===== src/rtl/sram_arb_pkg.sv =====
// Shared IDs, access-size encodings and grant-state type for the SRAM bus arbiter.
package sram_arb_pkg;

    localparam logic ID_INST = 1'b0;
    localparam logic ID_DATA = 1'b1;

    localparam logic [1:0] SZ_BYTE = 2'd0;
    localparam logic [1:0] SZ_HALF = 2'd1;
    localparam logic [1:0] SZ_WORD = 2'd2;

    typedef enum logic [1:0] {
        IDLE   = 2'd0,
        LOCK_I = 2'd1,
        LOCK_D = 2'd2
    } gnt_state_t;

endpackage


===== src/rtl/arb_id_fifo.sv =====
// In-order owner-ID queue: one bit per accepted-but-unreturned memory transaction.
module arb_id_fifo
    import sram_arb_pkg::*;
#(
    parameter int unsigned MAX_OUT = 2
) (
    input  logic clk,
    input  logic reset,
    input  logic push,
    input  logic push_id,
    input  logic pop,
    output logic full,
    output logic empty,
    output logic head
);

    localparam int unsigned PTR_W = (MAX_OUT > 1) ? $clog2(MAX_OUT) : 1;
    localparam logic [PTR_W-1:0] PTR_LAST = PTR_W'(MAX_OUT - 1);

    logic [MAX_OUT-1:0] ids;
    logic [PTR_W-1:0]   wr_ptr;
    logic [PTR_W-1:0]   rd_ptr;
    logic [2:0]         count;
    logic               do_push;
    logic               do_pop;

    // Pointers wrap explicitly so non-power-of-two depths behave as a true ring.
    function automatic logic [PTR_W-1:0] ptr_next(input logic [PTR_W-1:0] p);
        return (p == PTR_LAST) ? '0 : p + PTR_W'(1);
    endfunction

    // full ignores a same-cycle pop: a returning response never frees a slot early.
    assign full    = (count == 3'(MAX_OUT));
    assign empty   = (count == '0);
    assign do_push = push & ~full;
    assign do_pop  = pop & ~empty;
    assign head    = ids[rd_ptr];

    always_ff @(posedge clk or posedge reset) begin
        if (reset) begin
            ids    <= '0;
            wr_ptr <= '0;
            rd_ptr <= '0;
            count  <= '0;
        end else begin
            if (do_push) begin
                ids[wr_ptr] <= push_id;
                wr_ptr      <= ptr_next(wr_ptr);
            end
            if (do_pop) begin
                rd_ptr <= ptr_next(rd_ptr);
            end
            case ({do_push, do_pop})
                2'b10:   count <= count + 3'd1;
                2'b01:   count <= count - 3'd1;
                default: count <= count;
            endcase
        end
    end

endmodule


===== src/rtl/sram_bus_arbiter.sv =====
// Shares one SRAM-like port between fetch (inst) and memory (data) stages,
// routing each in-order response back to the requester that issued it.
module sram_bus_arbiter
    import sram_arb_pkg::*;
#(
    parameter int unsigned MAX_OUT = 2
) (
    input  logic        clk,
    input  logic        reset,

    input  logic        inst_req,
    input  logic        inst_wr,
    input  logic [1:0]  inst_size,
    input  logic [3:0]  inst_wstrb,
    input  logic [31:0] inst_addr,
    input  logic [31:0] inst_wdata,
    output logic        inst_addr_ok,
    output logic        inst_data_ok,
    output logic [31:0] inst_rdata,

    input  logic        data_req,
    input  logic        data_wr,
    input  logic [1:0]  data_size,
    input  logic [3:0]  data_wstrb,
    input  logic [31:0] data_addr,
    input  logic [31:0] data_wdata,
    output logic        data_addr_ok,
    output logic        data_data_ok,
    output logic [31:0] data_rdata,

    output logic        mem_req,
    output logic        mem_wr,
    output logic [1:0]  mem_size,
    output logic [3:0]  mem_wstrb,
    output logic [31:0] mem_addr,
    output logic [31:0] mem_wdata,
    input  logic        mem_addr_ok,
    input  logic        mem_data_ok,
    input  logic [31:0] mem_rdata,

    output logic        err
);

    gnt_state_t state;
    logic       gnt_valid;
    logic       gnt_id;
    logic       win_req;
    logic       q_full;
    logic       q_empty;
    logic       q_head;
    logic       handshake;

    // A stalled request stays locked to its owner so the downstream fields hold.
    always_comb begin
        gnt_valid = 1'b0;
        gnt_id    = ID_INST;
        case (state)
            LOCK_I: begin
                gnt_valid = 1'b1;
                gnt_id    = ID_INST;
            end
            LOCK_D: begin
                gnt_valid = 1'b1;
                gnt_id    = ID_DATA;
            end
            default: begin
                if (!q_full) begin
                    if (data_req) begin
                        gnt_valid = 1'b1;
                        gnt_id    = ID_DATA;
                    end else if (inst_req) begin
                        gnt_valid = 1'b1;
                        gnt_id    = ID_INST;
                    end
                end
            end
        endcase
    end

    assign win_req   = gnt_valid & ((gnt_id == ID_DATA) ? data_req : inst_req);
    assign mem_req   = win_req & ~q_full;
    assign handshake = mem_req & mem_addr_ok;

    always_comb begin
        mem_wr    = 1'b0;
        mem_size  = '0;
        mem_wstrb = '0;
        mem_addr  = '0;
        mem_wdata = '0;
        if (gnt_valid) begin
            if (gnt_id == ID_DATA) begin
                mem_wr    = data_wr;
                mem_size  = data_size;
                mem_wstrb = data_wstrb;
                mem_addr  = data_addr;
                mem_wdata = data_wdata;
            end else begin
                mem_wr    = inst_wr;
                mem_size  = inst_size;
                mem_wstrb = inst_wstrb;
                mem_addr  = inst_addr;
                mem_wdata = inst_wdata;
            end
        end
    end

    assign inst_addr_ok = handshake & (gnt_id == ID_INST);
    assign data_addr_ok = handshake & (gnt_id == ID_DATA);

    assign inst_data_ok = mem_data_ok & ~q_empty & (q_head == ID_INST);
    assign data_data_ok = mem_data_ok & ~q_empty & (q_head == ID_DATA);
    assign inst_rdata   = mem_rdata;
    assign data_rdata   = mem_rdata;

    always_ff @(posedge clk or posedge reset) begin
        if (reset) begin
            state <= IDLE;
            err   <= 1'b0;
        end else begin
            if (mem_data_ok && q_empty) begin
                err <= 1'b1;
            end
            case (state)
                IDLE: begin
                    if (win_req && !mem_addr_ok) begin
                        state <= (gnt_id == ID_DATA) ? LOCK_D : LOCK_I;
                    end
                end
                LOCK_I: begin
                    if (!inst_req || handshake) begin
                        state <= IDLE;
                    end
                end
                LOCK_D: begin
                    if (!data_req || handshake) begin
                        state <= IDLE;
                    end
                end
                default: state <= IDLE;
            endcase
        end
    end

    arb_id_fifo #(
        .MAX_OUT(MAX_OUT)
    ) u_id_fifo (
        .clk    (clk),
        .reset  (reset),
        .push   (handshake),
        .push_id(gnt_id),
        .pop    (mem_data_ok),
        .full   (q_full),
        .empty  (q_empty),
        .head   (q_head)
    );

endmodule


===== config.mk =====
export PLATFORM = sky130hd
export DESIGN_NAME = sram_bus_arbiter
export DESIGN_NICKNAME = d
export VERILOG_FILES = /design/src/rtl/sram_arb_pkg.sv /design/src/rtl/arb_id_fifo.sv /design/src/rtl/sram_bus_arbiter.sv
export SDC_FILE = /design/constraint.sdc
export NUM_CORES = 1
export LEC_CHECK = 0
export BUFFER_PORTS_ARGS = -buffer_cell sky130_fd_sc_hd__buf_2
export CORE_AREA = 2 2 125 127
export CTS_CLUSTER_SIZE = 28
export DETAILED_ROUTE_END_ITERATION = 16
export DIE_AREA = 0 0 127 129
export PLACE_DENSITY_LB_ADDON = 0.05
export SLEW_MARGIN = 0
export SYNTH_ARGS = -nofsm -noshare
export SYNTH_HDL_FRONTEND = slang
export SYNTH_SLANG_ARGS = --single-unit

===== constraint.sdc =====
create_clock -name clk -period 2.47 [get_ports clk]
set_input_delay 0.6175 -clock clk [delete_from_list [all_inputs] [get_ports clk]]
set_output_delay 0.6175 -clock clk [all_outputs]
set_load 0.01 [all_outputs]

== Word level (Yosys, flattened, before mapping) ==
Index checks and enable logic that the tools add are counted.
W data, S select, Z words.
Operators by class
  add/subtract/negate cells: 4
  $lt $le $gt $ge: 3
  equal/unequal tests: 8
  mux-type cells: 31
  bitwise logic cells: 13
  reduce and logical (&&, ||, !) cells: 13
Operator list (count)
  $mux W32: 4
  $mux W1: 14
  $mux W2: 6
  $and A1 B1 Y1: 9
  $mux W4: 2
  $ne A2 B2 Y1 const B: 3
  $pmux W2 S3: 1
  $pmux W3 S2: 1
  $eq A2 B1 Y1 const B: 2
  $eq A2 B2 Y1 const B: 2
  $lt A1 B2 Y1 const B: 2
  $not A1 Y1: 4
  $add A3 B1 Y3 const B: 1
  $eq A3 B2 Y1 const B: 1
  $logic_and A1 B1 Y1: 3
  $logic_not A1 Y1: 3
  $logic_not A3 Y1: 1
  $reduce_and A3 Y1: 1
  $sub A3 B1 Y3 const B: 1
  $add A1 B1 Y1 const B: 2
  $bwmux W2: 1
  $logic_not A2 Y1: 1
  $logic_or A1 B1 Y1: 2
  $pmux W1 S2: 1
  4 further kinds: 4
Storage, ports and cells
  bits in registers: 10
  bits of input ports: 180
  output and inout port bits: 141
  logic and storage cells: 78

== Logic depth before layout (Yosys ltp) ==
Gate-level depths: netlist (run 1).
  depth in word-level cells: 10
  depth in mapped cells: 10
  mapped depth without buffers: 10

== By module ==
From an unflattened synthesis (run 1), not the netlist that was laid out.
Unflattened totals
  cell total of the unflattened synthesis: 363
  area, all modules: 2147.1 um^2
Modules (own cells, without submodules)
  sram_bus_arbiter: instances 1, cells an instance 332, area each 1769.2 um^2, sequential area each 75.1 um^2
  arb_id_fifo: instances 1, cells an instance 31, area each 377.9 um^2, sequential area each 175.2 um^2

== Worst setup path before layout (run 1) ==
Ideal clock, no wire load.
  kind: reg-to-output
  start: register state[0]
  end: output port mem_addr[0]
  data arrival time: 1.921 ns
  data required time: 1.852 ns
  setup slack: -0.069 ns
  stages on the path, launching flop included: 10
  buffers on the path: 3
  cells stage by stage: dfrtp_1 -> inv_1 -> ha_1 -> nor4b_2 -> or2_1 -> buf_2 -> buf_4 -> buf_4 -> nand2_1 -> a21oi_1
On the way
  word-level cells in the longest chain between the ends: 4
  elaborated cells between the ends (all ways): 7
  those cells by class: eq/ne: 2; mux: 4; reduce/logical: 1
Ends and longest elaborated chain
  from (decl): RTL line sram_bus_arbiter.sv:44  | gnt_state_t state;
  from (signal assigned): RTL line sram_bus_arbiter.sv:126  | state <= (gnt_id == ID_DATA) ? LOCK_D : LOCK_I;
  $eq A2 B2 Y1 / $eq A2 B1 Y1 (equally long branches): RTL line sram_bus_arbiter.sv:57  | case (state)
  $pmux W1 S2 / $reduce_or A2 Y1 (equally long branches)
  $mux W32 / $mux W1 (equally long branches): RTL line sram_bus_arbiter.sv:91, sram_bus_arbiter.sv:57
  $mux W32 *: RTL line sram_bus_arbiter.sv:90  | if (gnt_valid) begin
  to (decl): RTL line sram_bus_arbiter.sv:35  | output logic [31:0] mem_addr,
Every way passes the cells marked *; elsewhere a longest branch is shown, timed or not.

== Worst setup path in the final report (run 1) ==
  start: register state[0]
  end: output port mem_wdata[19]
On the way
  word-level cells in the longest chain between the ends: 4
  elaborated cells between the ends (all ways): 7
  those cells by class: eq/ne: 2; mux: 4; reduce/logical: 1
Ends and longest elaborated chain
  $eq A2 B2 Y1 / $eq A2 B1 Y1 (equally long branches): RTL line sram_bus_arbiter.sv:57
  $pmux W1 S2 / $reduce_or A2 Y1 (equally long branches)
  $mux W32 / $mux W1 (equally long branches): RTL line sram_bus_arbiter.sv:91, sram_bus_arbiter.sv:57
  $mux W32 *: RTL line sram_bus_arbiter.sv:90
  to (decl): RTL line sram_bus_arbiter.sv:36  | output logic [31:0] mem_wdata,
Marked as above.

==> results_dict.tcl, run 1 <==
set metrics [dict create \
    dr_wl_met2_um 5270 \
    violations "setup timing" \
    maxCapViolations 0 \
    yosys-top-cells-area "nand2_1 25%, buf_4 24%, a21oi_1 16%" \
    cts_inserted_buffers 3 \
    fill_cells 1728 \
    cts.sink_count 10 \
    io_buffers 224 \
    top_layer "met5" \
    clock_skew_ns 0.00108 \
    vias 2908 \
    n_antenna_cell 0 \
    grt_usage_pct 11.1 \
    async_reset_ff_share_pct 100 \
    post-route-period-util_pct 107 \
    yosys.area_share.simple_pct 31.2 \
    syn_inst 370 \
    yosysSeqAreaShare_pct 11.5 \
    critPathArrivalTime_ns 2.02 \
    ys_top_cells_by_count "145 x nand2_1, 71 x a21oi_1, 69 x buf_4" \
    hold_path_class "input pin to async pin" \
    finalMaxSlewViolations 0 \
    pre_cts_ws_ns -0.00353 \
    synth_top_cell_area_share_pct 25.1 \
    critPathMaxFanout 33 \
    grt-ovfl-total 0 \
    crit_type "flip-flop to output port" \
    outcome "complete, but fails checks" \
    fmax_mhz 379 \
    gp_congestion 0.714 \
    period_needed_ns 2.64 \
    cts-root-buf "clkbuf_16" \
    placed_cells 709 \
    start_util_pct 14.5 \
    setup_viol 72 \
    synth_top_family_by_area "simple AND/OR/NAND/NOR gates" \
    worst_slack_ns -0.166 \
    synth.most_common_cell "nand2_1" \
    synthAdderAreaFrac_pct 3.23 \
    worstPathRequired_ns 1.85 \
    dp_hpwl_um 8050 \
    die_x_um 127 \
    ios 321 \
    area_growth_pct 56.7 \
    num_rows 45 \
    core_um2 15000 \
    syn_area_per_cell_um2 5.87 \
    slew_headroom_pct 69.7 \
    yosysWarnings 0 \
    rsz0062_at_grt "true" \
    drc_errors 0 \
    synth.cell_area_um2 2170 \
    grt_pass1_vias 2769 \
    clk_path_buf_depth 2 \
    die_h_um 129 \
    synthXorXnorAreaFrac_pct 2.02 \
    wl_met1_um 3880 \
    crit_path_start_kind "flip-flop" \
    fin_util_pct 22.7 \
    ir_worst_vdd_mv 0.444 \
    drive_gt1_share_pct 54.2 \
    yosys_most_used_dff "dfrtp_1" \
    dpl_cell_area_um2 3150 \
    grt_max_degree 38 \
    dieArea_um2 16400 \
    first_pass_iters 4 \
    final_nets 716 \
    synth_edf_count 0 \
    synth_cell_types 38 \
    drtAntennaViolNets 0 \
    viasPerCell 4.05 \
    cp-end-kind "output port" \
    antenna_found_initial 1 \
    clkLatencyLatePin_ns 0.24 \
    final_area_um2 3400 \
    layoutNonFillerInstCount 718 \
    synth-compound-area-share_pct 21.8 \
    whs_ns 0.372 \
    synth_area_leader_cell "nand2_1" \
    wl_met3_um 841 \
    hold_viol_final 0 \
    powerDensity_nw_per_um2 1250 \
    drt-initial-drc-count 100 \
    routed_wl_um 10200 \
    cts_tree "done" \
    htree_levels 1 \
    grt_pass1_wl_um 14500 \
    ys_ff_latch 10 \
    clkSlewWorstSetupHoldPaths_ns 0.04 \
    synthMuxAreaShare_pct 1.38 \
    worst_pin_slew_ns 0.448 \
    synth_nets 555 \
    power.leakage_nw 1.86 \
    wl_per_cell_um 14.2 \
]
[final timing paths]
| path | start | end | slack [ns] | cells past startpoint |
|---|---|---|---|---|
| max | state[0]$_DFFE_PP0P_ | mem_wdata[19] | -0.17 | 9 |
| min | reset | u_id_fifo.wr_ptr$_DFFE_PP0P_ | 0.37 | 2 |
| max reg2reg | state[0]$_DFFE_PP0P_ | u_id_fifo.count[2]$_DFFE_PP0P_ | 0.09 | 10 |
| min reg2reg | err$_DFFE_PP0P_ | err$_DFFE_PP0P_ | 0.45 | 1 |
| max in group asynchronous | reset | u_id_fifo.count[1]$_DFFE_PP0P_ | 1.80 | 2 |
| min in group clk | err$_DFFE_PP0P_ | err$_DFFE_PP0P_ | 0.45 | 1 |
[sequential cells by signal, indices dropped and copies added (netlist names)]
signal,cells
u_id_fifo.wr_ptr,1
u_id_fifo.ids,2
state,2
u_id_fifo.count,3
err,1
u_id_fifo.rd_ptr,1
[report_power, final]
group / internal, mW / switching (mW) / total, mW
Sequential: 0.244 / 0.0827 / 0.327
Combinational: 1.55 / 2.04 / 3.59
Clock: 0.244 / 0.0782 / 0.322
[layout by cell type (no fill, tap or decap), drive strengths merged, types with 2 or more instances in the layout]
master	netlist	routed
inv	8	8
buf	74	244
a21oi	71	71
ha	4	4
o21ai	3	3
or2	3	3
mux2i	3	3
xor2	2	2
nor3	2	2
clkbuf	14	4
nor2	6	6
dfrtp	10	10
or3b	2	2
nand2	145	145
nor4b	2	2
xnor2	3	3
o31ai	2	2
[worst max-delay path, stage by stage, from the launching register on]
cell	delay, ns
dfrtp_1	0.39
inv_2	0.09
ha_4	0.23
mux2i_2	0.16
buf_4	0.14
nor2_4	0.15
buf_12	0.21
nand2_1	0.12
a21oi_1	0.14
buf_2	0.14
[through the flow]
stage | setup TNS, ns | power (mW)
2_1_floorplan | 0 | 2.37
3_3_place_gp | 0 | 3.76
3_5_place_dp | -0.00353 | 3.73
4_1_cts | -9.60 | 4.20
5_1_grt | -16.24 | 4.64
6_report | -8.13 | 4.24
[repair_timing]
item / in CTS / in global routing
resized for setup: 16 / 22
pin swaps: 0 / 1
endpoints found under the setup margin: 73 / 75
hold buffers: 0 / 0
setup buffers: 3 / 2
[logic make-up (layout without fill, tap and decap cells)]
kind of cell	Yosys count	after routing
fa+ha+maj	5	5
simple gates	166	166
flops	10	10
xor+xnor	5	5
buf+inv	96	256
mux	3	3
compound gates	85	85
[final cells by class]
class | count | area [µm²] | share of cell area, %
clock buffer | 4 | 88.8 | 2.61
timing repair buffer | 244 | 1370 | 40.3
sequential | 10 | 250 | 7.35
inverter | 8 | 30.0 | 0.882
multi-input combinational | 264 | 1430 | 41.9
tap | 188 | 235 | 6.91
[layer usage]
metal / GRT usage [%] / vias up
met5: 0 / -
met4: 3.36 / 2
met3: 2.70 / 21
met2: 20.9 / 135
met1: 12.3 / 1297
li1: - / 1453
Note: power is estimated with default switching activity, not from simulation.
==> inputs of run 2 (changes only) <==
--- a/config.mk
+++ b/config.mk
@@ -5,13 +5,13 @@
 export SDC_FILE = /design/constraint.sdc
 export NUM_CORES = 1
 export LEC_CHECK = 0
+export ABC_AREA = 1
 export BUFFER_PORTS_ARGS = -buffer_cell sky130_fd_sc_hd__buf_2
-export CORE_AREA = 2 2 125 127
+export CORE_AREA = 2 2 124 126
 export CTS_CLUSTER_SIZE = 28
 export DETAILED_ROUTE_END_ITERATION = 16
-export DIE_AREA = 0 0 127 129
+export DIE_AREA = 0 0 126 128
 export PLACE_DENSITY_LB_ADDON = 0.05
-export SLEW_MARGIN = 0
 export SYNTH_ARGS = -nofsm -noshare
 export SYNTH_HDL_FRONTEND = slang
 export SYNTH_SLANG_ARGS = --single-unit
==> run 2 against run 1 <==
Against the previous run:
- the flow still finishes with violations (setup timing)
- critical path depth unchanged
- sequential share of layout area fell by 0.59 points
- flip-flop and latch count stayed put
- critical path type unchanged
==> results_dict.tcl, run 2 <==
set metrics [dict create \
    ir_worst_vdd_mv 0.463 \
    synth_area_leader_cell "nor2_1" \
    synth_cell_types 29 \
    slew_headroom_pct 73.1 \
    io_buffers 224 \
    grt_pass1_wl_um 15400 \
    layout_commonest_cell "buf_2" \
    first_pass_iters 4 \
    num_rows 45 \
    drive_gt1_share_pct 56.9 \
    worstPathRequired_ns 1.85 \
    cts_inserted_buffers 3 \
    cts_hold_buf 0 \
    antenna_found_initial 0 \
    outcome "complete, but fails checks" \
    violations "setup timing" \
    synth_edf_count 0 \
    pre_cts_ws_ns 0.0143 \
    critPathMaxFanout 6 \
    reg_top3 "u_id_fifo.count (3), state (2), u_id_fifo.ids (2)" \
    gp_congestion 0.796 \
    core_um2 14900 \
    worst_slack_ns -0.00793 \
    dieArea_um2 16100 \
    clkSlewWorstSetupHoldPaths_ns 0.04 \
    clock_skew_ns 0.000811 \
    drc_errors 0 \
    area_growth_pct 64.2 \
    n_antenna_cell 0 \
    crit_family "buffers and inverters" \
    ys_ff_latch 10 \
    top_layer "met4" \
    maxCapViolations 0 \
    multiInputGateArea_um2 1450 \
    fill_cells 1742 \
    hold_path_class "input pin to async pin" \
    synth_nets 565 \
    dr_wl_met2_um 5960 \
    grt_usage_pct 12.0 \
    cts_tree "done" \
    grt-ovfl-total 0 \
    critPathMaxStageDelay_ns 0.38 \
    dp_hpwl_um 8760 \
    dpl_cell_area_um2 3170 \
    worst_pin_slew_ns 0.402 \
    crit_path_start_kind "flip-flop" \
    clkLatencyLatePin_ns 0.24 \
    crit_type "flip-flop to output port" \
    final_area_um2 3700 \
    cts.sink_count 10 \
    critPathArrivalTime_ns 1.86 \
    async_reset_ff_share_pct 100 \
    synth.cell_area_um2 2250 \
    worstReg2RegEnd "u_id_fifo.count[2]$_DFFE_PP0P_" \
    synth_top_cell_area_share_pct 25.2 \
    total_power_mw 5.07 \
    post-route-period-util_pct 100 \
    viasPerCell 3.97 \
    syn_inst 380 \
    whs_ns 0.358 \
    drtAntennaViolNets 0 \
    period_needed_ns 2.48 \
    die_h_um 128 \
    htree_levels 1 \
    setup_viol 1 \
    start_util_pct 15.2 \
    wl_met1_um 4200 \
    layout_common_cells "223 x buf_2, 120 x nor2_1, 51 x o21ai_1" \
    syn_area_per_cell_um2 5.93 \
    timing.rr.start "state[1]$_DFFE_PP0P_" \
    regArea_um2 250 \
    path_cells "inv_2, ha_4, nor2_4, nand2_4, nand2_8, bufbuf_16, o21ai_1, nor2_1, buf_2" \
    die_x_um 126 \
    totalNegativeSetupSlack_ns -0.00793 \
    cts-root-buf "clkbuf_16" \
    top_register "u_id_fifo.count" \
    yosysWarnings 0 \
    r2r_slack_ns 0.20 \
    power.leakage_nw 1.99 \
    crit_buf_inv 3 \
    yosys_most_used_dff "dfrtp_1" \
    fmax_mhz 404 \
    yosys-top-cells-area "nor2_1 25%, buf_4 21%, o21ai_1 12%" \
    hold_viol_final 0 \
    grt_max_degree 30 \
    yosysSeqAreaShare_pct 11.1 \
    routed_wl_um 11100 \
    rsz0062_at_grt "true" \
    powerDensity_nw_per_um2 1370 \
    ys_top_cells_by_count "151 x nor2_1, 64 x buf_4, 52 x o21ai_1" \
    final_nets 740 \
    wl_met3_um 800 \
    synth.most_common_cell "nor2_1" \
    ios 321 \
    vias 2946 \
    clk_path_buf_depth 2 \
    grt_pass1_vias 2802 \
    drt-initial-drc-count 65 \
    slowest_stage "dfrtp_1" \
    largest_reg_flops 3 \
    wl_per_cell_um 15.0 \
    finalMaxSlewViolations 0 \
    cp-end-kind "output port" \
    reg2reg_depth 13 \
]
## run 2: cell count changes after synthesis, moves of 6 or more
cell / previous run / this run
a21oi_1: 71 / 1
inv_1: 8 / 14
o21ai_1: 0 / 52
o21ai_0: 3 / 24
buf_6: 0 / 13
nand2_1: 145 / 15
nor2_1: 5 / 151
clkbuf_1: 14 / 8
## run 2: where the power goes
part	leakage (nW)	internal (mW)	total [mW]	switching, mW
clock	0.0442	0.243	0.319	0.0754
combinational	1.82	2.01	4.44	2.43
sequential	0.120	0.242	0.308	0.0658
total	1.99	2.49	5.07	2.57
## run 2: worst max path at each step
stage	from	to	cells after the start
floorplan	state[0]$_DFFE_PP0P_	u_id_fifo.count[2]$_DFFE_PP0P_	12
global placement	data_req	mem_wdata[13]	10
detailed placement	data_req	mem_wdata[13]	10
CTS	state[1]$_DFFE_PP0P_	mem_wdata[13]	9
global route	state[1]$_DFFE_PP0P_	mem_wdata[20]	9
finish	state[1]$_DFFE_PP0P_	mem_wdata[20]	9
## run 2: cell type report
type,instances,share of cell area (%)
multi-input combinational,269,39.2
timing repair buffer,256,43.4
inverter,15,1.86
tap,188,6.36
clock buffer,4,2.40
sequential,10,6.77
## run 2: stage by stage
step,instances,utilization [%]
finish,742,24.9
global route,742,24.9
CTS,732,22.6
detailed placement,726,21.3
global placement,726,21.3
floorplan,380,-
## run 2: cell families after synthesis
family	Yosys count	synth area share (%)
buffers and inverters	101	32.0
adder cells (fa/ha/maj)	5	3.11
XOR/XNOR	4	1.56
AO/OA/AOI/OAI	80	18.6
AND/OR/NAND/NOR	180	33.6
flip-flops	10	11.1
## run 2: what timing repair did
action,in CTS,in global routing
gates resized for setup,14,60
pin swaps,5,12
setup buffers,1,7
gates cloned,2,4
setup endpoints to repair,73,75
## run 2: layer usage
metal,global-route usage [%],vias to the layer above
met2,22.8,122
li1,-,1487
met5,0,-
met3,2.92,24
met1,13.4,1313
met4,3.10,0
